`config.mk`:
```
export PLATFORM = sky130hd
export DESIGN_NAME = sram_access_ctrl
export DESIGN_NICKNAME = d
export VERILOG_FILES = /design/src/rtl/sram_access_ctrl_pkg.sv /design/src/rtl/sram_access_ctrl.sv
export SDC_FILE = /design/constraint.sdc
export NUM_CORES = 1
export LEC_CHECK = 0
export ABC_AREA = 1
export ABC_CLOCK_PERIOD_IN_PS = 1400
export CORE_MARGIN = 4
export CORE_UTILIZATION = 25
export CTS_CLUSTER_SIZE = 14
export DETAILED_ROUTE_END_ITERATION = 10
export GPL_TIMING_DRIVEN = 0
export PLACE_DENSITY = 0.53
export SETUP_SLACK_MARGIN = 0.4
export SYNTH_ARGS = -nofsm -noshare
export SYNTH_HDL_FRONTEND = slang
export SYNTH_SLANG_ARGS = --single-unit
```
`constraint.sdc`:
```
create_clock -name clk -period 1.4 [get_ports clk]
set_input_delay 0.21 -clock clk [delete_from_list [all_inputs] [get_ports clk]]
set_output_delay 0.21 -clock clk [all_outputs]
set_load 0.1 [all_outputs]
```
`src/rtl/sram_access_ctrl_pkg.sv`:
```
// Shared types for the cache data SRAM access path: the sequencer FSM state
// encoding and a helper giving the width of one line slice.
package sram_access_ctrl_pkg;

  typedef enum logic [1:0] {
    IDLE      = 2'd0,
    WRITE     = 2'd1,
    READ_WAIT = 2'd2,
    RESP      = 2'd3
  } state_e;

  // Slice width in bits for a line of `width` bits split into 2**log_line_offset slices.
  function automatic int unsigned slice_width(input int unsigned width,
                                              input int unsigned log_line_offset);
    return width >> log_line_offset;
  endfunction

endpackage

```
`src/rtl/sram_access_ctrl.sv`:
```
// Single-outstanding request sequencer in front of the cache data SRAM.
// Accepts one read or write at a time, drives the SRAM pins from registers,
// counts the fixed read latency, and holds the returned line on a response
// channel until the consumer takes it.
//
// Ports:
//   clk, rst_n            clock, asynchronous active-low reset
//   req_valid/req_ready   request handshake (ready only while idle)
//   req_write             1 = write, 0 = read
//   req_addr/req_offset   line index / slice index (offset used by writes only)
//   req_wdata             full line, only the addressed slice matters to the SRAM
//   resp_valid/resp_ready response handshake, resp_data held until taken
//   sram_read_addr        SRAM read address
//   sram_write_addr/_offset/_data/_enable  SRAM write port
//   sram_read_data        SRAM read data
module sram_access_ctrl
  import sram_access_ctrl_pkg::*;
#(
  parameter int unsigned WIDTH           = 16,
  parameter int unsigned LOG_DEPTH       = 9,
  parameter int unsigned LOG_LINE_OFFSET = 3,
  parameter int unsigned READ_LATENCY    = 1
) (
  input  logic                       clk,
  input  logic                       rst_n,
  input  logic                       req_valid,
  output logic                       req_ready,
  input  logic                       req_write,
  input  logic [LOG_DEPTH-1:0]       req_addr,
  input  logic [LOG_LINE_OFFSET-1:0] req_offset,
  input  logic [WIDTH-1:0]           req_wdata,
  output logic                       resp_valid,
  input  logic                       resp_ready,
  output logic [WIDTH-1:0]           resp_data,
  output logic [LOG_DEPTH-1:0]       sram_read_addr,
  output logic [LOG_DEPTH-1:0]       sram_write_addr,
  output logic [LOG_LINE_OFFSET-1:0] sram_write_offset,
  output logic [WIDTH-1:0]           sram_write_data,
  output logic                       sram_write_enable,
  input  logic [WIDTH-1:0]           sram_read_data
);

  localparam int unsigned CntW = $clog2(READ_LATENCY + 1);

  // A zero-latency SRAM cannot be sequenced by this block.
  if (READ_LATENCY < 1) begin : g_bad_latency
    $error("sram_access_ctrl: READ_LATENCY must be at least 1");
  end

  state_e                     state_q, state_d;
  logic [CntW-1:0]            cnt_q, cnt_d;
  logic                       resp_valid_q, resp_valid_d;
  logic [WIDTH-1:0]           resp_data_q, resp_data_d;
  logic [LOG_DEPTH-1:0]       raddr_q, raddr_d;
  logic [LOG_DEPTH-1:0]       waddr_q, waddr_d;
  logic [LOG_LINE_OFFSET-1:0] woff_q, woff_d;
  logic [WIDTH-1:0]           wdata_q, wdata_d;
  logic                       we_q, we_d;

  // State and output registers.
  always_ff @(posedge clk or negedge rst_n) begin
    if (!rst_n) begin
      state_q      <= IDLE;
      cnt_q        <= '0;
      resp_valid_q <= 1'b0;
      resp_data_q  <= '0;
      raddr_q      <= '0;
      waddr_q      <= '0;
      woff_q       <= '0;
      wdata_q      <= '0;
      we_q         <= 1'b0;
    end else begin
      state_q      <= state_d;
      cnt_q        <= cnt_d;
      resp_valid_q <= resp_valid_d;
      resp_data_q  <= resp_data_d;
      raddr_q      <= raddr_d;
      waddr_q      <= waddr_d;
      woff_q       <= woff_d;
      wdata_q      <= wdata_d;
      we_q         <= we_d;
    end
  end

  // Next-state and next-output decode; everything holds unless a state says otherwise.
  always_comb begin
    state_d      = state_q;
    cnt_d        = cnt_q;
    resp_valid_d = resp_valid_q;
    resp_data_d  = resp_data_q;
    raddr_d      = raddr_q;
    waddr_d      = waddr_q;
    woff_d       = woff_q;
    wdata_d      = wdata_q;
    we_d         = 1'b0;

    case (state_q)
      IDLE: begin
        if (req_valid) begin
          if (req_write) begin
            state_d = WRITE;
            waddr_d = req_addr;
            woff_d  = req_offset;
            wdata_d = req_wdata;
            we_d    = 1'b1;
          end else begin
            state_d = READ_WAIT;
            raddr_d = req_addr;
            cnt_d   = CntW'(READ_LATENCY);
          end
        end
      end
      WRITE: begin
        state_d = IDLE;
      end
      READ_WAIT: begin
        cnt_d = cnt_q - CntW'(1);
        // Last latency cycle: SRAM output is valid at this edge.
        if (cnt_q == CntW'(1)) begin
          resp_data_d  = sram_read_data;
          resp_valid_d = 1'b1;
          state_d      = RESP;
        end
      end
      RESP: begin
        if (resp_ready) begin
          resp_valid_d = 1'b0;
          state_d      = IDLE;
        end
      end
      default: begin
        state_d = IDLE;
      end
    endcase
  end

  assign req_ready         = (state_q == IDLE);
  assign resp_valid        = resp_valid_q;
  assign resp_data         = resp_data_q;
  assign sram_read_addr    = raddr_q;
  assign sram_write_addr   = waddr_q;
  assign sram_write_offset = woff_q;
  assign sram_write_data   = wdata_q;
  assign sram_write_enable = we_q;

endmodule

```
==> results of run 1 <==
[kinds of logic after synthesis]
kind of cell	Yosys count	synth area share, %
simple gates	114	19.69
buf+inv	42	8.776
compound gates	36	7.899
flops	58	63.63
[routing by layer]
metal | global-route usage, % | share of wire [%] | vias to the layer above
li1 | - | - | 1107
met1 | 15.95 | 41 | 1091
met2 | 22.43 | 52 | 73
met3 | 4.415 | 5.8 | 13
met4 | 5.698 | 1.8 | 0
met5 | 0 | 0 | -
[layout make-up]
cell class                 count  area, sq um  share of cell area, %
tap                          108        135.1                  2.504
clock inverter                 4        72.57                  1.345
clock buffer                  12        165.2                  3.061
timing repair buffer         162         2195                  40.67
buffer                        11        167.7                  3.107
sequential                    58         1521                  28.19
inverter                      31        128.9                  2.388
multi-input combinational    150         1011                  18.73
[final timing paths]
kind	endpoint	slack (ps)	cells after the start
worst min-delay path	state_q[0]	-100	1
worst max register to register	sram_write_addr[4]	-10	7
worst min register to register	sram_write_data[11]	520	2
max in group asynchronous	sram_write_data[6]	890	2
worst max-delay path	sram_write_addr[4]	-10	7
min in group clk	sram_write_offset[1]	410	3
[metrics by stage]
stage | worst slack (ps) | instances | hold slack [ps]
floorplan | -271.2 | 250 | -85.59
global placement | -2089 | 462 | 460.2
detailed placement | -580.1 | 463 | 271.3
finish | -10.60 | 536 | -101.0
CTS | 17.75 | 502 | -97.66
global route | -126.3 | 536 | -75.24
[synthesized netlist by cell type]
cell type  instances  area [sq um]
a21oi_1            1         5.000
buf_2              3         15.01
buf_6              5         56.30
clkbuf_1           2         7.510
clkbuf_2           1         5.000
dfrtp_1           58          1451
inv_1             30         112.6
inv_2              1         3.750
nand2_1          104         390.4
nand2_2            1         6.260
nand3_1            4         20.02
nand3_2            1         10.01
nor2_1             3         11.26
nor2_4             1         11.26
o21ai_0           34         170.2
o21ai_1            1         5.000
[state kept, by name, indices dropped and copies added (netlist names)]
signal	count
cnt_q	1
resp_valid	1
sram_write_addr	9
state_q	2
resp_data	16
sram_write_data	16
sram_read_addr	9
sram_write_offset	3
sram_write_enable	1
[timing repair]
| action | 4_1_cts | 5_1_grt |
|---|---|---|
| resized for setup | 539 | 156 |
| gates cloned | 6 | 3 |
| pin swaps | 6 | 14 |
| setup endpoints to repair | 112 | 114 |
| endpoints found under the hold margin | 25 | 25 |
| buffers inserted | 17 | 31 |
==> results.cfg, run 1 <==
[floorplanning]
io_pins = 105
die_w_microns = 103.5
row_count = 34
core_sq_um = 8806
initial_core_util_pct = 25.90
die_y_microns = 103.5
die_area_sq_um = 10720

[logic_synthesis]
synth_warnings = 0
syn_area_sq_um = 2281
avgSynthCellArea_sq_um = 9.124
ys_seq_area_share_pct = 63.63
synth_cells = 250
yosysUniqueCellTypes = 16
synth_seq_cells = 58
syn_nets = 299

[timing]
fin_skew_ps = 8.362
worst_slack_ps = -10.60
finalMaxSlewViolations = 0
rsz0062_at_grt = yes
worst_pin_slew_ps = 628.8
fmax_ghz = 0.7089
finalCritPeriodShare_pct = 100.8
holdWs_ps = -101.0
slew_headroom_pct = 58.08
setup_viol = 1
hold_violations = 25
fin_crit_ps = 1411
finalSetupTns_ps = -10.60

[clocking]
cts.sinks = 58
numCtsBuffers = 9
clockBufferDepth = 2
root_buffer = clkbuf_8
clock_latency_ps = 330
cts.clk_slew.worst_paths_ps = 70
cts_tree = built
htreeDepth = 3

[drt]
vias = 2284
drt_iter0_drc = 48
dr.pass1.iters = 4
drc = 0
avgViaCountPerCell = 4.261
drtAntennaViolNets = 0
wl_mm = 7.735
wire_per_inst_microns = 14.43

[cells_and_area]
layout.nets = 472
layout_commonest_cell = buf_12
layout_common_cells = buf_12, dfrtp_2, nand2_2
utilization_pct = 61.28
fillCellCount = 727
fin_area_sq_um = 5396
drive_above_1_share_pct = 69.86
syn_to_final_growth_pct = 136.6
antenna_cells = 0

[setup_path]
crit_family = buffers and inverters
r2r-start = state_q[1]
worstPathMaxFanout = 5
crit_slowest_cell = dfrtp_1
criticalPathCategory = reg -> reg
end_kind = register
cp.required_ps = 1640
cpPeakStageDelay_ps = 370
critPathArrivalTime_ps = 1650
startpoint_type = register
worstPathCellList = buf_6 -> nor2_4 -> buf_6 -> nand3_4 -> buf_4 -> buf_4 -> o21ai_1
critical_path.startpoint = state_q[1]
crit_buf_inv = 4

[placement]
portBuffers = 104
dp_hpwl_mm = 4.444
place_area_sq_um = 3558
gp_congestion = 0.7493

[grt]
grt_max_degree = 34
first_global_vias = 2288
grt_usage_pct = 13.45
grt_pass1_wl_mm = 11.54
antenna_found_initial = 0
gr-total-overflow = 0

[hold_path]
hold_path.class = in -> async

[job]
maxCapViolCount = 0

[outcome]
status = finished with violations
violations = negative hold slack, negative setup slack
Power of run 1 is not shown: default switching activity piles up to over one toggle a cycle in this logic, so the estimate is an artifact.
==> run 2: changes to the inputs <==
GPL_ROUTABILITY_DRIVEN = 0   (was unset)
==> results of run 2 <==
Final layout, timing and power as in run 1 (identical DEF).
Power of run 2 is left out for the same reason.
